[config.mk]
export PLATFORM = sky130hd
export DESIGN_NAME = sevenseg_scan_ctrl
export DESIGN_NICKNAME = d
export VERILOG_FILES = /design/src/rtl/sevenseg_scan_ctrl.sv
export SDC_FILE = /design/constraint.sdc
export NUM_CORES = 1
export LEC_CHECK = 0
export ABC_AREA = 0
export BUFFER_PORTS_ARGS = -buffer_cell sky130_fd_sc_hd__buf_2
export CAP_MARGIN = 20
export CORE_MARGIN = 4
export CORE_UTILIZATION = 47
export CTS_CLUSTER_DIAMETER = 100
export DETAILED_ROUTE_END_ITERATION = 10
export PLACE_DENSITY = 0.67
export SETUP_SLACK_MARGIN = 0.05
export SYNTH_ARGS = -nofsm -noshare
export SYNTH_HDL_FRONTEND = slang
export SYNTH_SLANG_ARGS = --single-unit
[constraint.sdc]
create_clock -name FPGA_CLK -period 3.7 [get_ports FPGA_CLK]
set_clock_uncertainty 0.2 [all_clocks]
set_input_delay 0.37 -clock FPGA_CLK [delete_from_list [all_inputs] [get_ports FPGA_CLK]]
set_output_delay 0.37 -clock FPGA_CLK [all_outputs]
set_load 0.005 [all_outputs]
[src/rtl/sevenseg_scan_ctrl.sv]
// Time-multiplexed N-digit seven-segment scanner with dead time, PWM dimming,
// leading-zero suppression, hex decode and frame-synchronous data update.
module sevenseg_scan_ctrl #(
  parameter int DIGITS         = 4,
  parameter int CLK_DIV        = 25000,
  parameter int DEAD           = 1,
  parameter int BRIGHT_W       = 3,
  parameter bit SEG_ACTIVE_LOW = 1'b1,
  parameter bit EN_ACTIVE_LOW  = 1'b1
) (
  input  logic                       FPGA_CLK,
  input  logic                       FPGA_RST_N,
  input  logic [4*DIGITS-1:0]        data,
  input  logic [DIGITS-1:0]          dp_in,
  input  logic [DIGITS-1:0]          blank,
  input  logic                       load,
  input  logic                       lz_blank,
  input  logic [BRIGHT_W-1:0]        bright,
  output logic [6:0]                 seg,
  output logic                       dt,
  output logic [DIGITS-1:0]          en_seg,
  output logic [$clog2(DIGITS)-1:0]  digit_idx,
  output logic                       frame_tick
);

  localparam int CW = $clog2(CLK_DIV);
  localparam int IW = $clog2(DIGITS);

  logic [CW-1:0]       cnt_q, cnt_d;
  logic [BRIGHT_W-1:0] pwm_q, pwm_d;
  logic [IW-1:0]       idx_q, idx_d;
  logic                ft_q, ft_d;

  logic [4*DIGITS-1:0] stg_data_q, stg_data_d;
  logic [DIGITS-1:0]   stg_dp_q, stg_dp_d;
  logic [DIGITS-1:0]   stg_blk_q, stg_blk_d;
  logic [4*DIGITS-1:0] shd_data_q, shd_data_d;
  logic [DIGITS-1:0]   shd_dp_q, shd_dp_d;
  logic [DIGITS-1:0]   shd_blk_q, shd_blk_d;

  logic [6:0]          seg_q, seg_d;
  logic                dt_q, dt_d;
  logic [DIGITS-1:0]   en_q, en_d;

  logic                slot_end, frame_end;
  logic [3:0]          nib;
  logic                dp_cur, blk_cur, zero_hi, sup, lit;
  logic [6:0]          seg_raw;
  logic [DIGITS-1:0]   en_raw;

  function automatic logic [6:0] hex7(input logic [3:0] n);
    logic [6:0] s;
    unique case (n)
      4'h0: s = 7'h3F;
      4'h1: s = 7'h06;
      4'h2: s = 7'h5B;
      4'h3: s = 7'h4F;
      4'h4: s = 7'h66;
      4'h5: s = 7'h6D;
      4'h6: s = 7'h7D;
      4'h7: s = 7'h07;
      4'h8: s = 7'h7F;
      4'h9: s = 7'h6F;
      4'hA: s = 7'h77;
      4'hB: s = 7'h7C;
      4'hC: s = 7'h39;
      4'hD: s = 7'h5E;
      4'hE: s = 7'h79;
      4'hF: s = 7'h71;
    endcase
    return s;
  endfunction

  always_comb begin
    slot_end  = (cnt_q == CW'(CLK_DIV - 1));
    frame_end = slot_end && (idx_q == IW'(DIGITS - 1));
    cnt_d     = slot_end ? '0 : cnt_q + 1'b1;
    idx_d     = idx_q;
    if (slot_end) idx_d = frame_end ? '0 : idx_q + 1'b1;
    ft_d      = frame_end;
    pwm_d     = pwm_q + 1'b1;

    stg_data_d = stg_data_q;
    stg_dp_d   = stg_dp_q;
    stg_blk_d  = stg_blk_q;
    if (load) begin
      stg_data_d = data;
      stg_dp_d   = dp_in;
      stg_blk_d  = blank;
    end

    // a load coinciding with the boundary bypasses staging
    shd_data_d = shd_data_q;
    shd_dp_d   = shd_dp_q;
    shd_blk_d  = shd_blk_q;
    if (frame_end) begin
      shd_data_d = load ? data  : stg_data_q;
      shd_dp_d   = load ? dp_in : stg_dp_q;
      shd_blk_d  = load ? blank : stg_blk_q;
    end
  end

  always_comb begin
    nib     = '0;
    dp_cur  = 1'b0;
    blk_cur = 1'b0;
    zero_hi = 1'b1;
    sup     = 1'b0;
    // zero_hi covers nibbles i..DIGITS-1 when digit i is selected
    for (int i = DIGITS - 1; i >= 0; i--) begin
      if (shd_data_q[4*i +: 4] != 4'h0) zero_hi = 1'b0;
      if (idx_q == IW'(i)) begin
        nib     = shd_data_q[4*i +: 4];
        dp_cur  = shd_dp_q[i];
        blk_cur = shd_blk_q[i];
        sup     = lz_blank && zero_hi && (i != 0);
      end
    end

    seg_raw = hex7(nib);
    if (blk_cur || sup) seg_raw = '0;
    lit    = (cnt_q >= CW'(DEAD)) && (pwm_q <= bright) && !blk_cur;
    en_raw = lit ? (DIGITS'(1) << idx_q) : '0;

    seg_d = SEG_ACTIVE_LOW ? ~seg_raw : seg_raw;
    dt_d  = SEG_ACTIVE_LOW ^ (dp_cur & ~blk_cur);
    en_d  = EN_ACTIVE_LOW ? ~en_raw : en_raw;
  end

  always_ff @(posedge FPGA_CLK or negedge FPGA_RST_N) begin
    if (!FPGA_RST_N) begin
      cnt_q      <= '0;
      pwm_q      <= '0;
      idx_q      <= '0;
      ft_q       <= 1'b0;
      stg_data_q <= '0;
      stg_dp_q   <= '0;
      stg_blk_q  <= '0;
      shd_data_q <= '0;
      shd_dp_q   <= '0;
      shd_blk_q  <= '0;
      seg_q      <= {7{SEG_ACTIVE_LOW}};
      dt_q       <= SEG_ACTIVE_LOW;
      en_q       <= {DIGITS{EN_ACTIVE_LOW}};
    end else begin
      cnt_q      <= cnt_d;
      pwm_q      <= pwm_d;
      idx_q      <= idx_d;
      ft_q       <= ft_d;
      stg_data_q <= stg_data_d;
      stg_dp_q   <= stg_dp_d;
      stg_blk_q  <= stg_blk_d;
      shd_data_q <= shd_data_d;
      shd_dp_q   <= shd_dp_d;
      shd_blk_q  <= shd_blk_d;
      seg_q      <= seg_d;
      dt_q       <= dt_d;
      en_q       <= en_d;
    end
  end

  assign seg        = seg_q;
  assign dt         = dt_q;
  assign en_seg     = en_q;
  assign digit_idx  = idx_q;
  assign frame_tick = ft_q;

endmodule

# Word level (Yosys, flattened, before mapping)
# Memories as Yosys holds them, arrays and structs flattened.
# Index checks and enable logic that the tools add are counted.
# Widths: inputs -> output; s select.
# classes
addsub	3
multipliers	0
div_mod_pow	0
n_lt_le_gt_ge	2
eq_ne	4
n_shift	1
n_mux	26
n_bitwise	5
reduce_logical	12
# op_table
operator	n
$mux 4	7
$mux 16	1
$add 15x1->15 const B	1
$eq 15x15->1 const B	1
$ge 15x1->1 const B	1
$mux 1	15
$mux 15	1
$reduce_bool 4->1	3
$mux 7	1
$not 7->7	1
$logic_and 1x1->1	6
$eq 2x2->1 const B	2
$not 4->4	1
$shl 1x2->4 const A	1
$add 3x1->3 const B	1
$le 3x3->1	1
$add 2x1->2 const B	1
$eq 2x1->1 const B	1
$logic_not 2->1	1
$mux 2	1
$not 1->1	2
$and 1x1->1	1
$logic_not 1->1	1
$logic_or 1x1->1	1
# totals
reg_bits	81
latchBits	0
ramBits	0
romBits	112
output_inout_bits	15
word_cells	67
n_memories	1
# memory_table
name	depth	word_bits	rd	rd_clocked_by_memory_dff	wr	line_no	source
(no name shown)	16	7	1	0	0	53	unique case (n)

# Logic depth before layout (Yosys ltp)
# depth
word_depth	10
mapped_depth	12

# Worst setup path before layout
# OpenSTA, ideal clock, no wires.
# synth_timing
path_type	register -> register
startpoint	reg idx_q[0], in the netlist digit_idx[0]
endpoint	reg seg_q[1], in the netlist seg[1]
setup_ns	0.085
arrival_ns	2.339
t_required_ns	3.415
slack_ns	1.076
path_stages_with_launch	11
path_buffers	1
cell_sequence	dfrtp_1 > inv_1 > ha_1 > clkbuf_1 > nand2b_1 > o22ai_1 > a31oi_1 > inv_1 > ha_1 > mux2_2 > o221ai_1
# synth_via
elab_chain_cells	8
elab_cells_between_ends	20
classes_between	3 x eq/ne; 13 x mux; 1 x bitwise; 2 x reduce/logical; 1 x memory
# synth_lines
item	line_no	source
start, declared	31	logic [IW-1:0] idx_q, idx_d;
start signal, assigned	148	idx_q <= idx_d;
$eq 2x2->1	112	if (idx_q == IW'(i)) begin
$mux 4 or $mux 1 (tied branches) (4 in series)	112	
$mem_v2 16x7 or $logic_or 1x1->1 (tied branches)	n/a	
$mux 7 (*)	121	if (blk_cur || sup) seg_raw = '0;
$not 7->7 (*)	125	seg_d = SEG_ACTIVE_LOW ? ~seg_raw : seg_raw;
via seg_d[1]	41	logic [6:0] seg_q, seg_d;
end signal, assigned	142	seg_q <= {7{SEG_ACTIVE_LOW}};
end signal, assigned	156	seg_q <= seg_d;
end, declared	41	
# The timed path passes the listed nets; every way through them passes the cells marked *.
# A chain may end at the register's enable or synchronous reset.

# Final worst setup path
# layout_timing
startpoint	reg idx_q[1], in the netlist digit_idx[1]
endpoint	reg seg_q[1], in the netlist seg[1]
# The elaborated chain is that of the path after synthesis.

==> impl_summary.md <==
Global route
Entering global routing, the biggest net connects 82 pins. The global route total overflow is 0. The first-pass GRT wire length is 12.10 mm. The initial antenna violation count is 0. Global routing consumed, over all layers together, 15.66% of the routing resources. The via count of the first global-routing pass is between 2000 and 2500.

Detailed routing
The detail route stage leaves a number of antenna-violating nets equal to 0. The number of vias in the routed layout is 2436. For this block, the routed nets add up to 7.149 mm of wire. The per-cell routed wire length is 15.31 um. The first-iteration detailed-routing DRC count is between 100 and 150.

In the routed layout, each cell is associated on average with a via count of 5.216. The number of search-and-repair iterations in the first detailed-routing pass is 4. After detailed routing, the number of remaining DRC violations is 0.

Cells and area
The post-layout instance count excluding filler cells is about 470. The number of nets in the layout is 407. The area growth from synthesis to layout is 14.44%. The number of antenna diodes in the final layout is 0. The fraction of final layout cells with drive strength greater than 1 is 33.97%.

Synth
The synthesized netlist net count is 360. The post-synthesis register bit count is 81. The most numerous cell in the Yosys netlist is sky130_fd_sc_hd__dfrtp_1. The count of different cell masters after synthesis is 40.

The leading area contributor after synthesis is sky130_fd_sc_hd__dfrtp_1. The portion of the post-synthesis area used by sequential elements is 53.79%. After synthesis, the cell types taking the most area are sky130_fd_sc_hd__dfrtp_1 45%, sky130_fd_sc_hd__dfstp_2 8.3%, sky130_fd_sc_hd__mux2_2 8.3%. After synthesis, the most frequently instantiated cells are 69 x sky130_fd_sc_hd__dfrtp_1, 28 x sky130_fd_sc_hd__mux2_2, 28 x sky130_fd_sc_hd__nand2_1. Counting flops with a built-in enable in the synthesized netlist gives 0.

The average instance in the mapped netlist occupies roughly 12 sq um. The synthesized netlist cell count is 313. The fraction of synthesized cell area taken by the top area cell type is 45.48%. For this run, the number of Yosys warnings is 0. The dominant synthesized flop cell is sky130_fd_sc_hd__dfrtp_1. The share of flip-flops with an asynchronous set or reset after synthesis is 100.0%. The mapped cell area is 3796 sq um.

Floorplan
The starting density of the core is around 49%. The full die area is 9579 sq um. The floorplan has 32 rows.

For this design the top-level I/O count stands at 46. The core outline area is 7807 sq um. The chip width is 97.87 um. The die span in y is 97.87 um.

Power
For this design the static power due to leakage is approximately 0.0021 uW. The net switching component of the power is 390.8 uW. The areal power density over the cells is 408.4 nW/um^2. Of the total power, the share spent switching nets is between 20% and 30%. Per report_power, the combinational group accounts for 8.5% of the total.

The fraction of power consumed by the clock network is ~38%. The worst supply voltage drop on vdd is 0.1817 mV. The sequential share of power is 53.9%.

The internal power contribution is ~1400 uW.

Timing
The number of slew-limit violations in the final report is 0. The final critical delay including setup and external delays is 2.990 ns. The worst pin sits at a relative slew slack of between 50% and 60%. For this run, the top clock speed supported by timing is 334.4 MHz. At the pin with the least slew margin, the transition time is 0.7129 ns.

The final setup violation count is 0. The worst path uses 80.82% of the clock period. Summed over all failing endpoints, the final setup total negative slack is 0 ns. Setup repair after global routing left no endpoint under its margin. Setup slack closes at 0.7096 ns. The number of failing hold endpoints at the final stage was 0.

Critical path
The type of the worst setup path is reg2reg. Counting cells, the worst reg-to-reg path comes to 9. Along the worst path, the maximum fanout reaches 9. The startpoint identified for the worst register-to-register timing path is digit_idx[1].

The kind of launch point of the worst setup path is a flip-flop. The endpoint class of the critical path is a flip-flop. The slack of the worst reg-to-reg path is 0.71 ns. For the worst setup path, the data required time is 3.76 ns.

The end of the worst register-to-register path is seg[1]. The worst path arrival time is 3.05 ns.

Placement
The estimated wirelength of the detail-placed design is 4.975 mm. The total of buffers placed on input and output ports is between 40 and 50. The setup slack at placement is 0.7803 ns. Routability-driven placement finished with a final weighted congestion of 0.8227. Counting tap cells, the placed design contains a total of 449 instances.

Clock network
The clock latency on the worst-skew pair is 0.34 ns. Clock-pin slew was measured on the worst setup and hold paths at roughly 0.08 ns. The clock tree synthesis step divided the H-tree into 3 levels. The buffer cell driving the clock tree root is sky130_fd_sc_hd__clkbuf_8.

The worst-case clock buffer depth is 2. The number of gates resized after CTS was 0. The TritonCTS clock tree is yes. The CTS sink count is 81. Clock tree synthesis inserted a total of 9 buffers.

Job
The number of maximum-capacitance violations is 0.

Worst hold path
The path class of the lowest-slack min-delay path is in2reg. The hold-critical path depth is 2. The capture endpoint of the worst hold path is stg_data_q[12]. The startpoint of the lowest-slack hold path is data[12].

Outcome
The flow ran to the end, and the final reports show no timing, DRC or antenna violations.
[area by class of cell]
type / instances / area, sq um
clock inverter: 2 / 35.03
multi-input combinational: 205 / 1638
sequential: 81 / 2042
timing repair buffer: 48 / 272.8
fill: 691 / 3463
clock buffer: 14 / 172.7
tap: 102 / 127.6
inverter: 15 / 56.30
[sequential cells by signal, summed over array words and instances (netlist names)]
signal and flops:
shd_dp_q 4, frame_tick 1, stg_dp_q 4, stg_blk_q 4, cnt_q 15, en_seg 4
stg_data_q 16, seg 7, pwm_q 3, shd_blk_q 4, dt 1, digit_idx 2
shd_data_q 16
[power groups by stage]
stage | Clock (uW) | Sequential (uW) | Combinational (uW)
after floorplan | 0 | 970 | 87.1
after global placement | 0 | 973 | 144
after detailed placement | 0 | 974 | 148
after CTS | 680 | 958 | 149
after global routing | 718 | 963 | 169
final | 666 | 957 | 151
[metal layers]
metal,track usage [%],wire [um],vias to the layer above
li1,-,-,1189
met1,23.97,3606,1183
met2,21.62,3084,54
met3,3.071,340,10
met4,6.390,118,0
met5,0,0,-
[stage by stage]
step	total power [uW]	instance area, sq um	util, %	hold slack, ns
final	1774	4344	55.64	0.07711
after global routing	1850	4344	55.64	0.07028
after CTS	1787	4307	55.16	0.02797
after detailed placement	1123	4099	52.50	0.2499
after global placement	1117	4099	52.50	0.2359
after floorplan	1057	3796	-	-0.1256
[how the worst max path moves through the flow]
stage	depth (start not counted)	startpoint	slack, ns	end
after floorplan	10	digit_idx[0]	1.08	seg[1]
after global placement	9	digit_idx[1]	0.88	seg[1]
after detailed placement	9	digit_idx[1]	0.78	seg[1]
after CTS	9	digit_idx[1]	0.74	seg[1]
after global routing	9	digit_idx[1]	0.47	seg[1]
final	9	digit_idx[1]	0.71	seg[1]
[logic make-up (layout without fill, tap and decap cells)]
logic type / count (synthesis) / after routing / share of synthesized area, %
AND/OR/NAND/NOR: 85 / 85 / 11.01
multiplexers: 49 / 49 / 16.35
XOR/XNOR: 14 / 14 / 3.230
buffers and inverters: 27 / 79 / 3.065
adder cells (fa/ha/maj): 16 / 16 / 5.274
flip-flops: 81 / 81 / 53.79
AO/OA/AOI/OAI: 41 / 41 / 7.284
[worst max-delay path: stages (launching register included)]
cell                       delay [ns]
sky130_fd_sc_hd__dfrtp_1         0.43
sky130_fd_sc_hd__inv_1           0.12
sky130_fd_sc_hd__ha_1            0.36
sky130_fd_sc_hd__nand2b_1        0.23
sky130_fd_sc_hd__o22ai_1         0.10
sky130_fd_sc_hd__a31oi_1         0.46
sky130_fd_sc_hd__inv_1           0.21
sky130_fd_sc_hd__ha_1            0.35
sky130_fd_sc_hd__mux2_2          0.26
sky130_fd_sc_hd__o221ai_1        0.18
[timing repair]
item	in CTS	in global routing
endpoints found under the hold margin	0	46
hold buffers	0	1
buffers inserted	0	0
[cell usage in the layout (no fill, tap or decap), types with 2 or more instances in the layout]
cell,Yosys,routed
sky130_fd_sc_hd__nor2b_1,2,2
sky130_fd_sc_hd__dfrtp_1,69,69
sky130_fd_sc_hd__mux2_2,28,28
sky130_fd_sc_hd__o22ai_1,2,2
sky130_fd_sc_hd__nor4_1,6,6
sky130_fd_sc_hd__xnor2_1,3,3
sky130_fd_sc_hd__and3_1,4,4
sky130_fd_sc_hd__dfstp_2,12,12
sky130_fd_sc_hd__a211oi_1,3,3
sky130_fd_sc_hd__a22oi_1,2,2
sky130_fd_sc_hd__a22o_1,2,2
sky130_fd_sc_hd__nand2_1,28,28
sky130_fd_sc_hd__o221ai_1,5,5
sky130_fd_sc_hd__buf_4,0,2
sky130_fd_sc_hd__clkbuf_8,0,12
sky130_fd_sc_hd__a21oi_1,6,6
sky130_fd_sc_hd__nand3_1,13,13
sky130_fd_sc_hd__ha_1,16,16
sky130_fd_sc_hd__mux2i_1,2,2
sky130_fd_sc_hd__nor2_1,18,18
sky130_fd_sc_hd__nand2b_1,2,2
sky130_fd_sc_hd__inv_1,15,15
sky130_fd_sc_hd__clkbuf_1,10,2
sky130_fd_sc_hd__nor3_1,4,4
sky130_fd_sc_hd__nand3b_1,2,2
sky130_fd_sc_hd__mux2_4,19,19
sky130_fd_sc_hd__o21ai_0,13,13
sky130_fd_sc_hd__buf_2,0,44
sky130_fd_sc_hd__xor2_1,11,11
sky130_fd_sc_hd__o211a_1,2,2
Note: power is estimated with default switching activity, not from simulation.
